[config.mk]
export PLATFORM = sky130hd
export DESIGN_NAME = spram_port_arbiter_flat
export DESIGN_NICKNAME = d
export VERILOG_FILES = /design/src/rtl/spram_port_arbiter_pkg.sv /design/src/rtl/spram_port_arbiter_if.sv /design/src/rtl/spram_port_arbiter_rr_arb2.sv /design/src/rtl/spram_port_arbiter.sv /design/src/flat_wrapper.sv
export SDC_FILE = /design/constraint.sdc
export NUM_CORES = 1
export LEC_CHECK = 0
export CAP_MARGIN = 10
export CORE_MARGIN = 2
export CORE_UTILIZATION = 45
export DETAILED_ROUTE_END_ITERATION = 10
export DONT_BUFFER_PORTS = 1
export PLACE_DENSITY_LB_ADDON = 0.05
export SYNTH_ARGS = -nofsm -noshare
export SYNTH_HDL_FRONTEND = slang
export SYNTH_SLANG_ARGS = --single-unit
export TNS_END_PERCENT = 30
[constraint.sdc]
create_clock -name clk -period 2.52 [get_ports clk]
set_input_delay 0.504 -clock clk [delete_from_list [all_inputs] [get_ports clk]]
set_output_delay 0.504 -clock clk [all_outputs]
set_load 0.02 [all_outputs]
[src/rtl/spram_port_arbiter_pkg.sv]
// Shared types and constants for the single-port RAM arbiter.
// Command states, grant sides and RAM direction encodings.
package spram_arb_pkg;

  localparam int AW = 8;
  localparam int DW = 8;

  typedef enum logic [1:0] {
    IDLE  = 2'd0,
    WRITE = 2'd1,
    READ  = 2'd2
  } cmd_e;

  typedef enum logic {
    WR = 1'b0,
    RD = 1'b1
  } grant_e;

  localparam logic RAM_RD = 1'b1;
  localparam logic RAM_WR = 1'b0;

endpackage

[src/rtl/spram_port_arbiter_if.sv]
// Client request/response ports plus the RAM macro drive bundle.
// slave = arbiter side, master = clients and RAM side.
interface spram_port_arbiter_if;
  import spram_arb_pkg::*;

  logic          wr_valid;
  logic          wr_ready;
  logic [AW-1:0] wr_addr;
  logic [DW-1:0] wr_data;
  logic          rd_valid;
  logic          rd_ready;
  logic [AW-1:0] rd_addr;
  logic          rsp_valid;
  logic [DW-1:0] rsp_data;
  logic [AW-1:0] ram_addr;
  logic [DW-1:0] ram_wdata;
  logic          ram_rd_wrn;
  logic [DW-1:0] ram_rdata;

  modport slave (
    input  wr_valid, wr_addr, wr_data,
    input  rd_valid, rd_addr, ram_rdata,
    output wr_ready, rd_ready,
    output rsp_valid, rsp_data,
    output ram_addr, ram_wdata, ram_rd_wrn
  );

  modport master (
    output wr_valid, wr_addr, wr_data,
    output rd_valid, rd_addr, ram_rdata,
    input  wr_ready, rd_ready,
    input  rsp_valid, rsp_data,
    input  ram_addr, ram_wdata, ram_rd_wrn
  );

endinterface

[src/rtl/spram_port_arbiter_rr_arb2.sv]
// Two-requester round-robin arbiter.
// On a tie the side that did not win last time is granted.
module rr_arb2
  import spram_arb_pkg::*;
(
  input  logic clk,
  input  logic rst,
  input  logic req_wr_i,
  input  logic req_rd_i,
  output logic gnt_wr_o,
  output logic gnt_rd_o
);

  grant_e last_q, last_d;

  // Grant decode; nothing is granted while reset is held.
  always_comb begin
    gnt_wr_o = 1'b0;
    gnt_rd_o = 1'b0;
    if (!rst) begin
      if (req_wr_i && (!req_rd_i || last_q == RD))
        gnt_wr_o = 1'b1;
      else if (req_rd_i)
        gnt_rd_o = 1'b1;
    end
  end

  // A grant is always a handshake since grant implies request.
  always_comb begin
    last_d = last_q;
    unique case (1'b1)
      gnt_wr_o: last_d = WR;
      gnt_rd_o: last_d = RD;
      default:  last_d = last_q;
    endcase
  end

  // Last-winner register; RD after reset so a first tie goes to WR.
  always_ff @(posedge clk or posedge rst) begin
    if (rst) last_q <= RD;
    else     last_q <= last_d;
  end

endmodule

[src/rtl/spram_port_arbiter.sv]
// Shares one single-port RAM between a write and a read client.
// Grant -> command register -> RAM op -> response two cycles later.
module spram_port_arbiter
  import spram_arb_pkg::*;
(
  input  logic                 clk,
  input  logic                 rst,
  spram_port_arbiter_if.slave  bus
);

  logic          wr_hs;
  logic          rd_hs;
  cmd_e          cmd_q, cmd_d;
  logic [AW-1:0] addr_q, addr_d;
  logic [DW-1:0] wdata_q, wdata_d;
  logic          rsp_pend_q, rsp_pend_d;
  logic [DW-1:0] rsp_hold_q, rsp_hold_d;

  rr_arb2 u_arb (
    .clk      (clk),
    .rst      (rst),
    .req_wr_i (bus.wr_valid),
    .req_rd_i (bus.rd_valid),
    .gnt_wr_o (wr_hs),
    .gnt_rd_o (rd_hs)
  );

  assign bus.wr_ready = wr_hs;
  assign bus.rd_ready = rd_hs;

  // Next command; address/data only move on a handshake so the
  // RAM pins stay quiet in IDLE.
  always_comb begin
    cmd_d   = IDLE;
    addr_d  = addr_q;
    wdata_d = wdata_q;
    unique case (1'b1)
      wr_hs: begin
        cmd_d   = WRITE;
        addr_d  = bus.wr_addr;
        wdata_d = bus.wr_data;
      end
      rd_hs: begin
        cmd_d  = READ;
        addr_d = bus.rd_addr;
      end
      default: cmd_d = IDLE;
    endcase
  end

  // Response bookkeeping: RAM data is valid the cycle after READ.
  always_comb begin
    rsp_pend_d = (cmd_q == READ);
    rsp_hold_d = rsp_pend_q ? bus.ram_rdata : rsp_hold_q;
  end

  // Command and response state.
  always_ff @(posedge clk or posedge rst) begin
    if (rst) begin
      cmd_q      <= IDLE;
      addr_q     <= '0;
      wdata_q    <= '0;
      rsp_pend_q <= 1'b0;
      rsp_hold_q <= '0;
    end else begin
      cmd_q      <= cmd_d;
      addr_q     <= addr_d;
      wdata_q    <= wdata_d;
      rsp_pend_q <= rsp_pend_d;
      rsp_hold_q <= rsp_hold_d;
    end
  end

  assign bus.ram_addr   = addr_q;
  assign bus.ram_wdata  = wdata_q;
  assign bus.ram_rd_wrn = (cmd_q == WRITE) ? RAM_WR : RAM_RD;
  assign bus.rsp_valid  = rsp_pend_q;
  assign bus.rsp_data   = rsp_pend_q ? bus.ram_rdata : rsp_hold_q;

endmodule

[src/flat_wrapper.sv]
// flat-port wrapper written by rule: the top's interface ports become plain ports
module spram_port_arbiter_flat import spram_arb_pkg::*;
  (clk, rst, bus_wr_valid, bus_wr_addr, bus_wr_data, bus_rd_valid, bus_rd_addr, bus_ram_rdata, bus_wr_ready, bus_rd_ready, bus_rsp_valid, bus_rsp_data, bus_ram_addr, bus_ram_wdata, bus_ram_rd_wrn);
  spram_port_arbiter_if bus_i ();
  input  logic clk;
  input  logic rst;
  input wire logic [$bits(bus_i.wr_valid)-1:0] bus_wr_valid;
  input wire logic [$bits(bus_i.wr_addr)-1:0] bus_wr_addr;
  input wire logic [$bits(bus_i.wr_data)-1:0] bus_wr_data;
  input wire logic [$bits(bus_i.rd_valid)-1:0] bus_rd_valid;
  input wire logic [$bits(bus_i.rd_addr)-1:0] bus_rd_addr;
  input wire logic [$bits(bus_i.ram_rdata)-1:0] bus_ram_rdata;
  output wire logic [$bits(bus_i.wr_ready)-1:0] bus_wr_ready;
  output wire logic [$bits(bus_i.rd_ready)-1:0] bus_rd_ready;
  output wire logic [$bits(bus_i.rsp_valid)-1:0] bus_rsp_valid;
  output wire logic [$bits(bus_i.rsp_data)-1:0] bus_rsp_data;
  output wire logic [$bits(bus_i.ram_addr)-1:0] bus_ram_addr;
  output wire logic [$bits(bus_i.ram_wdata)-1:0] bus_ram_wdata;
  output wire logic [$bits(bus_i.ram_rd_wrn)-1:0] bus_ram_rd_wrn;
  assign bus_i.wr_valid = bus_wr_valid;
  assign bus_i.wr_addr = bus_wr_addr;
  assign bus_i.wr_data = bus_wr_data;
  assign bus_i.rd_valid = bus_rd_valid;
  assign bus_i.rd_addr = bus_rd_addr;
  assign bus_i.ram_rdata = bus_ram_rdata;
  assign bus_wr_ready = bus_i.wr_ready;
  assign bus_rd_ready = bus_i.rd_ready;
  assign bus_rsp_valid = bus_i.rsp_valid;
  assign bus_rsp_data = bus_i.rsp_data;
  assign bus_ram_addr = bus_i.ram_addr;
  assign bus_ram_wdata = bus_i.ram_wdata;
  assign bus_ram_rd_wrn = bus_i.ram_rd_wrn;
  spram_port_arbiter u_core (.clk(clk), .rst(rst), .bus(bus_i));
endmodule
; ---- After elaboration in Yosys (flattened, before gate mapping)
; Cells that the tools add are included.
; W data, S select, Z words.
[classes]
eq_ne = 2
muxes = 10
reduce_logical = 4
[op_table]
columns = op, n
row1 = $pmux W8 S2, 1
row2 = $mux W8, 1
row3 = $mux W1, 6
row4 = $pmux W2 S2, 1
row5 = $eq A2 B1 Y1 const B, 1
row6 = $eq A2 B2 Y1 const B, 1
row7 = $pmux W1 S2, 1
row8 = $reduce_bool A2 Y1, 1
row9 = $logic_and A1 B1 Y1, 1
row10 = $logic_not A1 Y1, 1
row11 = $logic_or A1 B1 Y1, 1
[totals]
regBits = 28
out_inout_bits = 28
word_cells = 22

; ---- Depth between registers and ports, before layout
[depth]
depth_word = 6
mapped_depth = 6
ltp_nobuf = 3

; ---- Modules after synthesis
; Synthesis repeated with hierarchy kept, for this count alone.
[unflattened]
cells_unflattened = 84
hier_area_um2 = 1151.1
[modules_own_cells]
columns = mod, n_inst, cells_each, area_each_um2, seq_area_each_um2
row1 = spram_port_arbiter, 1, 76, 1078.5, 675.6
row2 = rr_arb2, 1, 8, 72.6, 26.3

; ---- Worst setup path before layout
; OpenSTA, ideal clock, no wires.
[synth_path]
kind = input to register
from = input port rst
to = register u_core.addr_q[0] (netlist: u_core.bus.ram_addr[0])
t_arrival_ps = 1649
t_required_ps = 2385
slack_ps = 736
path_stages = 3
path_buffers = 0
cell_sequence = clkinv_1 -> o2111ai_1 -> a31oi_1
[synth_between]
elab_chain_cells = 2
elab_cells_between_ends = 4
[synth_rtl]
columns = element, line
row1 = start: declaration, flat_wrapper.sv:6  ; input logic rst;
row2 = $mux W1, spram_port_arbiter_rr_arb2.sv:20  ; if (!rst) begin
row3 = $pmux W8 S2 / $reduce_bool A2 Y1 (equally long branches), n/a
row4 = end signal: assignment, spram_port_arbiter.sv:67  ; addr_q <= addr_d;
row5 = end: declaration, spram_port_arbiter.sv:14  ; logic [AW-1:0] addr_q, addr_d;
; Several ways; a longest one is shown, not always the timed one.
; A chain may end at the register's enable or synchronous reset.

; ---- Worst setup path in the final report
[layout_path]
from = register u_core.u_arb.last_q
to = output port bus_wr_ready
[layout_between]
elab_chain_cells = 4
[layout_rtl]
columns = element, line
row1 = start: declaration, spram_port_arbiter_rr_arb2.sv:14  ; grant_e last_q, last_d;
row2 = start signal: assignment, spram_port_arbiter_rr_arb2.sv:41  ; else last_q <= last_d;
row3 = $logic_or A1 B1 Y1, spram_port_arbiter_rr_arb2.sv:21  ; if (req_wr_i && (!req_rd_i || last_q == RD))
row4 = $logic_and A1 B1 Y1, spram_port_arbiter_rr_arb2.sv:21
row5 = $mux W1, spram_port_arbiter_rr_arb2.sv:21
row6 = $mux W1, spram_port_arbiter_rr_arb2.sv:20
row7 = end: declaration, flat_wrapper.sv:13  ; output wire logic [$bits(bus_i.wr_ready)-1:0] bus_wr_ready;
; No other way between the ends.

==> run metrics <==
outcome finished clean; Hold Path Class primary input to async pin; Worst-Margin Slew 654 ps; setup violators final 0; Final Cycle Share 81.3%; final worst setup slack 471 ps; Layout area overhead 3.28%; Reg2Reg Depth 3; Slew headroom 56.3%; M2 GR Usage 24.5%; Fin Setup TNS 0 ps; met1 Usage GRT 18.2%; FF/Latch Area around 700 sq um; initial detailed-routing violation count 12; unrepaired setup endpoints after global routing no; first-pass GRT wire length 3.73 mm; Die Y roughly 55 microns; core box area about 2500 sq um; full die area 3050 sq um; max-slew violations 0; YS warnings 0; largest net degree at the start of global routing 21; Required @ worst endpoint 2020 ps; Leak about 0.48 nW; total of max-cap violations 0; post-synth top area cell dfrtp_1; kind of critical path flop to output pin; Num Clock Sinks 28; Multi-input gate area 437 sq um; ANT cells 0; CP Data Arrival Time 1550 ps; Critical Path End Type output pin; Final HPWL DP ~1.8 mm; share of cells above drive strength 1 a little over a quarter; DRC errors left 0; CTS H-tree depth 1; Routed WL 2.30 mm; Avg WL per Cell 18.9 microns; Post-Syn Nets 129; # resized after CTS 0; CTS buffer count 3; Clk pin slew, worst setup/hold paths 140 ps; initial core utilization 47.7%; CTS Hold Bufs 0; grt met3 use 8.20%; synthesized area 1180 sq um; CP max FO 10; pre-CTS WS 760 ps; Seq/Total Area, Yosys 59.4%; Final Util roughly 49%; GPL Wtd Cong ~0.73; Placed Cells 118; Final nets 129; Final ANT Viol Nets 0; final-layout fill cell count between 200 and 250; CTS Buffer Depth 2; Post-CTS Setup Bufs 0; Total GRT Usage ~15%; top cells by area, synth dfrtp_1, mux2_2, o2111ai_1; pwr dens ~810 nW/um^2; CTS tree done; Ports 64; flip-flop and latch count after synthesis 28; gr ovfl total 0; worst reg2reg setup slack around 770 ps; Die Span X 55.3 microns; FP Rows 18; Fin. Hold Viols 0; DR vias 734; Final min period 2050 ps; port bufs 0; Yosys top cell area share 57.1%; Max Fclk 0.488 GHz; Total Power 0.988 mW; Root Driver clkbuf_4; initial antenna violation count 0; number of library cell types mapped by synthesis 19; most used routing layer met2; drt pass-1 iters 4; vias per cell 6.02; Non-Filler Instances 122; vias in the first global route 774; cells after synthesis 93; Peak supply drop 0.628 mV; Avg Cell Area, Syn ~13 sq um; clk_lat worst skew about 320 ps; Layout Skew roughly 13 ps; CP Launch Type flop
==> final timing paths <==
path	endpoint	from
min in group clk	u_core.cmd_q[0]	rst
worst min-delay path	u_core.bus.ram_addr[7]	rst
worst min register to register	u_core.bus.rsp_valid	u_core.cmd_q[0]
worst max register to register	u_core.bus.ram_wdata[5]	u_core.u_arb.last_q
worst max-delay path	bus_wr_ready	u_core.u_arb.last_q
max in group asynchronous	u_core.u_arb.last_q	rst
==> worst max-delay path, stage by stage (launching register included) <==
cell and delay [ps]:
dfstp_2 550, inv_2 90, a211oi_4 600
==> cells in the final DEF, fill, tap and decap left out, drive strengths merged <==
master and instances:
dfrtp 27, mux2 16, nor2 9, o2111ai 8, o21ai 8, a31oi 8, clkbuf 4, inv 2
o21ba 1, clkinv 1, or2b 1, and2 1, a211oi 1, nand2b 1, nor2b 1, o22ai 1
buf 1, dfstp 1
==> kinds of logic (layout without fill, tap and decap cells) <==
kind of cell / count (synthesis) / after routing / synth area share (%)
and+or+nand+nor: 13 / 13 / 5.08
muxes: 16 / 16 / 15.2
DFF: 28 / 28 / 59.4
buffers and inverters: 9 / 8 / 3.70
AOI/OAI and AO/OA: 27 / 27 / 16.6
==> stage by stage <==
step,cell area (sq um),hold slack [ps]
finish,1220,29.0
global route,1220,13.0
CTS,1220,18.2
global placement,1190,373
detailed placement,1190,383
floorplan,1180,404
==> cell type report <==
| class | instances | area share (%) |
|---|---|---|
| multi-input combinational | 56 | 35.8 |
| timing repair buffer | 1 | 0.615 |
| inverter | 3 | 0.922 |
| tap | 30 | 3.07 |
| clock buffer | 4 | 2.15 |
| sequential | 28 | 57.5 |
==> routing by layer <==
metal | up-vias | wire (microns)
li1 | 339 | -
met2 | 43 | 1100
met1 | 350 | 891
met3 | 2 | 289
met5 | - | 0
met4 | 0 | 21
==> report_power, final <==
part           switching (mW)  internal (mW)  leakage (nW)
registers               0.100          0.529         0.328
logic                   0.113         0.0693         0.133
clock network           0.115         0.0618        0.0150
total                   0.328          0.660         0.476
==> synth_stat cells <==
cell       count
a211oi_4       1
a31oi_1        8
and2_1         1
buf_2          2
buf_6          1
clkbuf_1       3
clkinv_1       1
dfrtp_1       27
dfstp_2        1
inv_2          2
mux2_2        16
nand2b_1       1
nor2_1         9
nor2b_1        1
o2111ai_1      8
o21ai_0        8
o21ba_2        1
o22ai_1        1
or2b_1         1
==> state kept, by name, indices dropped and copies added (netlist names) <==
register,cells
u_core.bus.ram_addr,8
u_core.bus.ram_wdata,8
u_core.bus.rsp_valid,1
u_core.cmd_q,2
u_core.rsp_hold_q,8
u_core.u_arb.last_q,1
Power figures use the tool's default switching activity.
